File: src/rtl/rxuart_if.sv
// Parallel side of the 8N1 receiver plus the serial line it listens to.
// master = receiver (drives the byte/strobes), slave = line driver / byte consumer.
interface rxuart_if;
    logic       uart_rx;
    logic [7:0] data;
    logic       valid;
    logic       frame_err;
    logic       busy;

    modport master (
        input  uart_rx,
        output data,
        output valid,
        output frame_err,
        output busy
    );

    modport slave (
        output uart_rx,
        input  data,
        input  valid,
        input  frame_err,
        input  busy
    );
endinterface

File: src/rtl/rxuart.sv
// 8N1 LSB-first serial receiver, single mid-bit sample at a fixed baud divisor.
// Reports each frame as a one-cycle o_valid or o_frame_err strobe.
//
// state   | meaning
// --------+---------------------------------------------------------
// IDLE    | line idle, waiting for a falling edge on the synced line
// START   | half a bit in, confirming the start bit is still low
// DATA    | sampling the 8 data bits, one per baud tick
// STOP    | sampling the stop bit, strobe valid or frame error
// BREAK   | stop was low, wait for the line to return high
module rxuart #(
    parameter int CLKS_PER_BAUD = 868
) (
    input  logic     i_clk,
    input  logic     i_rst_n,
    rxuart_if.master io_rx
);
    localparam logic [15:0] C_FULL = 16'(CLKS_PER_BAUD - 1);
    localparam logic [15:0] C_HALF = 16'(CLKS_PER_BAUD / 2 - 1);

    typedef enum logic [2:0] {
        S_IDLE  = 3'd0,
        S_START = 3'd1,
        S_DATA  = 3'd2,
        S_STOP  = 3'd3,
        S_BREAK = 3'd4
    } state_t;

    state_t      r_state;
    state_t      w_state_nxt;
    logic        r_rx_meta;
    logic        r_rx_s;
    logic [15:0] r_cnt;
    logic [2:0]  r_idx;
    logic [7:0]  r_shift;
    logic [7:0]  r_data;
    logic        r_valid;
    logic        r_frame_err;

    logic        w_tick;
    logic        w_idx_clr;
    logic        w_shift;
    logic        w_done_ok;
    logic        w_done_err;
    logic        w_busy;

    assign w_tick = (r_state != S_IDLE) && (r_cnt == 16'd0);

    always_ff @(posedge i_clk or negedge i_rst_n) begin
        if (!i_rst_n) begin
            r_rx_meta <= 1'b1;
            r_rx_s    <= 1'b1;
        end else begin
            r_rx_meta <= io_rx.uart_rx;
            r_rx_s    <= r_rx_meta;
        end
    end

    always_ff @(posedge i_clk or negedge i_rst_n) begin
        if (!i_rst_n) begin
            r_state <= S_IDLE;
        end else begin
            r_state <= w_state_nxt;
        end
    end

    always_comb begin
        w_state_nxt = r_state;
        unique case (r_state)
            S_IDLE:  if (!r_rx_s) w_state_nxt = S_START;
            S_START: if (w_tick) w_state_nxt = r_rx_s ? S_IDLE : S_DATA;
            S_DATA:  if (w_tick && (r_idx == 3'd7)) w_state_nxt = S_STOP;
            S_STOP:  if (w_tick) w_state_nxt = r_rx_s ? S_IDLE : S_BREAK;
            S_BREAK: if (r_rx_s) w_state_nxt = S_IDLE;
            default: w_state_nxt = S_IDLE;
        endcase
    end

    always_comb begin
        w_idx_clr  = (r_state == S_START) && w_tick;
        w_shift    = (r_state == S_DATA) && w_tick;
        w_done_ok  = (r_state == S_STOP) && w_tick && r_rx_s;
        w_done_err = (r_state == S_STOP) && w_tick && !r_rx_s;
        w_busy     = (r_state != S_IDLE);
    end

    // First reload is half a bit so every later tick lands mid-bit.
    always_ff @(posedge i_clk or negedge i_rst_n) begin
        if (!i_rst_n) begin
            r_cnt <= 16'd0;
        end else if (r_state == S_IDLE) begin
            if (!r_rx_s) r_cnt <= C_HALF;
        end else if (w_tick) begin
            r_cnt <= C_FULL;
        end else begin
            r_cnt <= r_cnt - 16'd1;
        end
    end

    always_ff @(posedge i_clk or negedge i_rst_n) begin
        if (!i_rst_n) begin
            r_idx       <= 3'd0;
            r_shift     <= 8'h00;
            r_data      <= 8'h00;
            r_valid     <= 1'b0;
            r_frame_err <= 1'b0;
        end else begin
            if (w_idx_clr) begin
                r_idx <= 3'd0;
            end else if (w_shift) begin
                r_idx <= r_idx + 3'd1;
            end
            if (w_shift) r_shift <= {r_rx_s, r_shift[7:1]};
            if (w_done_ok || w_done_err) r_data <= r_shift;
            r_valid     <= w_done_ok;
            r_frame_err <= w_done_err;
        end
    end

    assign io_rx.data      = r_data;
    assign io_rx.valid     = r_valid;
    assign io_rx.frame_err = r_frame_err;
    assign io_rx.busy      = w_busy;
endmodule

File: src/flat_wrapper.sv
// flat-port wrapper written by rule: the top's interface ports become plain ports
module rxuart_flat 
#(
    parameter int CLKS_PER_BAUD = 868
)
  (i_clk, i_rst_n, io_rx_uart_rx, io_rx_data, io_rx_valid, io_rx_frame_err, io_rx_busy);
  rxuart_if io_rx_i ();
  input  logic i_clk;
  input  logic i_rst_n;
  input wire logic [$bits(io_rx_i.uart_rx)-1:0] io_rx_uart_rx;
  output wire logic [$bits(io_rx_i.data)-1:0] io_rx_data;
  output wire logic [$bits(io_rx_i.valid)-1:0] io_rx_valid;
  output wire logic [$bits(io_rx_i.frame_err)-1:0] io_rx_frame_err;
  output wire logic [$bits(io_rx_i.busy)-1:0] io_rx_busy;
  assign io_rx_i.uart_rx = io_rx_uart_rx;
  assign io_rx_data = io_rx_i.data;
  assign io_rx_valid = io_rx_i.valid;
  assign io_rx_frame_err = io_rx_i.frame_err;
  assign io_rx_busy = io_rx_i.busy;
  rxuart #(.CLKS_PER_BAUD(CLKS_PER_BAUD)) u_core (.i_clk(i_clk), .i_rst_n(i_rst_n), .io_rx(io_rx_i));
endmodule
File: config.mk
export PLATFORM = sky130hd
export DESIGN_NAME = rxuart_flat
export DESIGN_NICKNAME = d
export VERILOG_FILES = /design/src/rtl/rxuart_if.sv /design/src/rtl/rxuart.sv /design/src/flat_wrapper.sv
export SDC_FILE = /design/constraint.sdc
export NUM_CORES = 1
export LEC_CHECK = 0
export CAP_MARGIN = 20
export CORE_MARGIN = 2
export CORE_UTILIZATION = 40
export CTS_BUF_LIST = sky130_fd_sc_hd__clkbuf_16
export CTS_CLUSTER_SIZE = 10
export DETAILED_ROUTE_END_ITERATION = 8
export GPL_TIMING_DRIVEN = 0
export PLACE_DENSITY = 0.58
export SLEW_MARGIN = 20
export SYNTH_ARGS = -nofsm -noshare
export SYNTH_HDL_FRONTEND = slang
export SYNTH_SLANG_ARGS = --single-unit
File: constraint.sdc
create_clock -name i_clk -period 2.82 [get_ports i_clk]
set_input_delay 0.846 -clock i_clk [delete_from_list [all_inputs] [get_ports i_clk]]
set_output_delay 0.846 -clock i_clk [all_outputs]
set_load 0.01 [all_outputs]
Word level (Yosys, flattened, before mapping)
Index checks and enable logic that the tools add are counted.

Bits in registers: 42. Bits of input ports: 3. Output and inout bits: 11. Logic and storage cells: 48.

Add/subtract/negate cells: 2. Equality and inequality tests: 10. Multiplexer cells: 13. Reduce and logical (&&, ||, !) cells: 14.

Operators with widths (count): $mux W16 (3); $mux W3 (8); $logic_not A16 Y1 (1); $sub A16 B1 Y16 const B (1); $pmux W3 S5 (1); $ne A2 B1 Y1 const B (4); $logic_and A1 B1 Y1 (7); $eq A3 B2 Y1 const B (2); $eq A3 B3 Y1 const B (2); $reduce_and A5 Y1 (1); $add A3 B1 Y3 const B (1); $eq A3 B1 Y1 const B (1); $logic_not A3 Y1 (1); $reduce_bool A3 Y1 (1); $mux W2 (1); $ne A2 B2 Y1 const B (1); $reduce_bool A2 Y1 (1); $logic_not A1 Y1 (1); $logic_or A1 B1 Y1 (1).

Logic depth before layout (Yosys ltp)
Depth after elaboration: 5. Gate-level depth with buffers: 8. Depth with buffers taken out: 7.

Worst setup path before layout
OpenSTA, ideal clock, no wires.

Path type: reg2out. From: register u_core.r_state[2]. To: output io_rx_busy. Arrival: 1.168 ns. Required time: 1.974 ns. Setup slack: 0.806 ns. Cell stages (with the launch flop): 5. Cells stage by stage: dfrtp_1 > clkbuf_1 > nor3_1 > inv_1 > clkbuf_1.

Word-level cells in the longest chain between the ends: 1.

RTL lines: from (decl) (RTL line rxuart.sv:29) `state_t r_state;`; from (signal assigned) (RTL line rxuart.sv:63) `r_state <= w_state_nxt;`; $reduce_bool A3 Y1 (RTL line rxuart.sv:84) `w_busy = (r_state != S_IDLE);`; to (decl) (RTL line flat_wrapper.sv:14) `output wire logic [$bits(io_rx_i.busy)-1:0] io_rx_busy;`.

Every way passes these cells.

Worst setup path after layout
Same ends and word-level chain as after synthesis.

==> results.ini <==
[cts]
cts_buffers = 5
clk_path_buf_depth = 2
ctsResizeCount = 2
cts-root-buf = clkbuf_16
cts_setup_buffers = 0
cts.reportedPaths.clkPinSlew_ns = 0.06
cts_tree = done
postCtsHoldBufs = 0
cts.sinks = 42
clk_latency_ns = 0.28
htree_levels = 2

[worst_hold_path]
hold_end = u_core.r_rx_s
hold_depth = 0
worstHoldStart = u_core.r_rx_meta
holdCritPathClass = reg -> reg

[run_status]
outcome = complete, no violations

[routing]
dr.pass1.iters = 4
drc = 0
wire_per_inst_um = 15.10
routed_wl_mm = 4.183
via_per_inst = 5.545
postRouteAntennaNets = 0
dr_total_vias = 1536
drt_iter0_drc = 90

[floorplanning]
die_area_mm2 = 0.005778
initial_core_util = 0.4114
rows = 26
die_h_um = 76.02
core-area_mm2 = 0.005042
die_w_um = 76.02
ios = 14

[timing]
max_slew_margin = 0.5616
finalHoldViolations = 0
final_max_slew_viol_count = 0
clock.fmax_ghz = 0.3695
finalSetupViolCount = 0
worst_pin_slew_ns = 0.6516
finalWorstSetupSlack_ns = 0.1139
rsz0062_at_grt = no
skew_ns = 0.004560
fin_crit_sh = 0.9596
hold_slack_ns = 0.3547
setup-tns-final_ns = 0
fin_crit_ns = 2.706

[synth]
synth_most_common_cell = dfrtp_1
ys_ff_latch = 42
synth_edf_count = 0
syn-num-nets = 195
synth_area_leaders = dfrtp_1, mux2_4, mux2_2
post_synth_num_cell_types = 43
yosys_warnings = 0
synth_ff_type = dfrtp_1
avgSynthCellArea_um2 = 11.03
synthesis.area_mm2 = 0.002074
synth_top_area_frac = 0.4825
synth_largest_area_cell = dfrtp_1
synthCells = 188
yosysSeqAreaShare = 0.5078
synthArstFlopShare = 1.000
synth_common_cells = dfrtp_1, nor2_1, nand2_1

[layout]
final_area_mm2 = 0.002485
layout-drive-gt1-share = 0.2029
n_antenna_cell = 0
nets = 213
area_growth_pct = 19.78
fillers = 452
final_util = 0.4928

[global_route]
overflow = 0
grt_max_degree = 24
grt_pass1_wl_mm = 7.300
grt_pass1_vias = 1529
antenna_found_initial = 0
grt_usage = 0.1560

[critical_path]
r2r_end = u_core.r_shift[1]
crit_arrival_ns = 1.86
criticalPathCategory = reg -> out
r2r_slack_ns = 0.56
cp.required_ns = 1.97
ff2ff_path_depth = 6
end_kind = primary output
reg2reg_from = u_core.r_cnt[1]
critical_path.max_fanout = 11
cp-start-kind = flop

[placed_design]
portBuffers = 13
gp_congestion = 0.8183
dp_slack_ns = 0.01800
placed_area_mm2 = 0.002315
place_hpwl_mm = 2.950

[power]
p_per_area_mw_per_mm2 = 514.0
leakage_nw = 1.132
ir_drop_v = 0.0002150

[job]
drv_cap = 0

[cells by family after synthesis]
kind of cell / Yosys count / synth area share
AO/OA/AOI/OAI: 37 / 0.1152
XOR/XNOR: 1 / 0.004223
adder cells (fa/ha/maj): 4 / 0.02413
buffers and inverters: 14 / 0.02955
flip-flops: 42 / 0.5078
multiplexers: 17 / 0.1062
AND/OR/NAND/NOR: 73 / 0.2129
[metal layers]
layer,global-route usage,vias to the layer above,wire length [um]
li1,-,734,-
met1,0.2042,753,1957
met2,0.2411,42,1981
met3,0.04028,7,175
met4,0.07818,0,68
met5,0,-,0
[critical path, cell delays in order (launching register included)]
cell,delay (ns)
dfrtp_1,0.50
nor3_4,0.31
inv_1,0.23
clkdlybuf4s50_1,0.54
[registers in the layout (all words and copies together), names as in the netlist]
name / count
u_core.r_cnt: 16
u_core.io_rx.data: 8
u_core.r_shift: 8
u_core.r_idx: 3
u_core.r_state: 3
u_core.io_rx.frame_err: 1
u_core.io_rx.valid: 1
u_core.r_rx_meta: 1
u_core.r_rx_s: 1
[area by class of cell]
class,count,area (um2),area share
sequential,42,1054,0.4240
multi-input combinational,132,970.9,0.3907
timing repair buffer,14,152.6,0.06143
clock buffer,5,125.1,0.05035
tap,70,87.58,0.03525
clock inverter,3,45.04,0.01813
buffer,6,31.28,0.01259
inverter,5,18.77,0.007553
[worst max path at each step]
| stage | start | endpoint | slack [ns] | cells after the start |
|---|---|---|---|---|
| 6_report | u_core.r_state[2] | io_rx_busy | 0.11 | 3 |
| 5_1_grt | u_core.r_state[2] | io_rx_busy | 0.01 | 3 |
| 4_1_cts | u_core.r_state[0] | io_rx_busy | 0.02 | 4 |
| 3_5_place_dp | u_core.r_state[2] | io_rx_busy | 0.02 | 5 |
| 3_3_place_gp | i_rst_n | u_core.r_cnt[10] | -0.15 | 1 |
| 2_1_floorplan | u_core.r_state[2] | io_rx_busy | 0.81 | 4 |
[layout by cell type (no fill, tap or decap), drive strengths merged, types with 3 or more instances in the layout]
cell           synthesis  layout
a21o                   4       4
a21oi                 10      10
a31oi                  6       6
buf                    2       4
clkbuf                 7       9
clkdlybuf4s50          0      12
dfrtp                 40      40
ha                     4       4
inv                    5       5
mux2                  16      16
nand2                 11      11
nand2b                 3       3
nand3                 10      10
nand4                  4       4
nor2                  15      15
nor3                  10      10
nor4                   5       5
o21ai                  5       5
o31ai                  7       7
or2                    3       3
[power breakdown]
part,internal (W),total [W],leakage [nW],switching [W]
Clock,0.000417,0.000650,0.0760,0.000233
Sequential,0.000605,0.000605,0.560,0.000000292
Combinational,0.00000614,0.0000213,0.496,0.0000152
Total,0.00103,0.00128,1.13,0.000249
[stage by stage]
stage / power, W / instances
CTS: 0.001293 / 278
detailed placement: 0.0006388 / 272
global route: 0.001334 / 277
floorplan: 0.0006188 / 188
finish: 0.001277 / 277
global placement: 0.0006343 / 271
(Power assumes the default switching activity.)
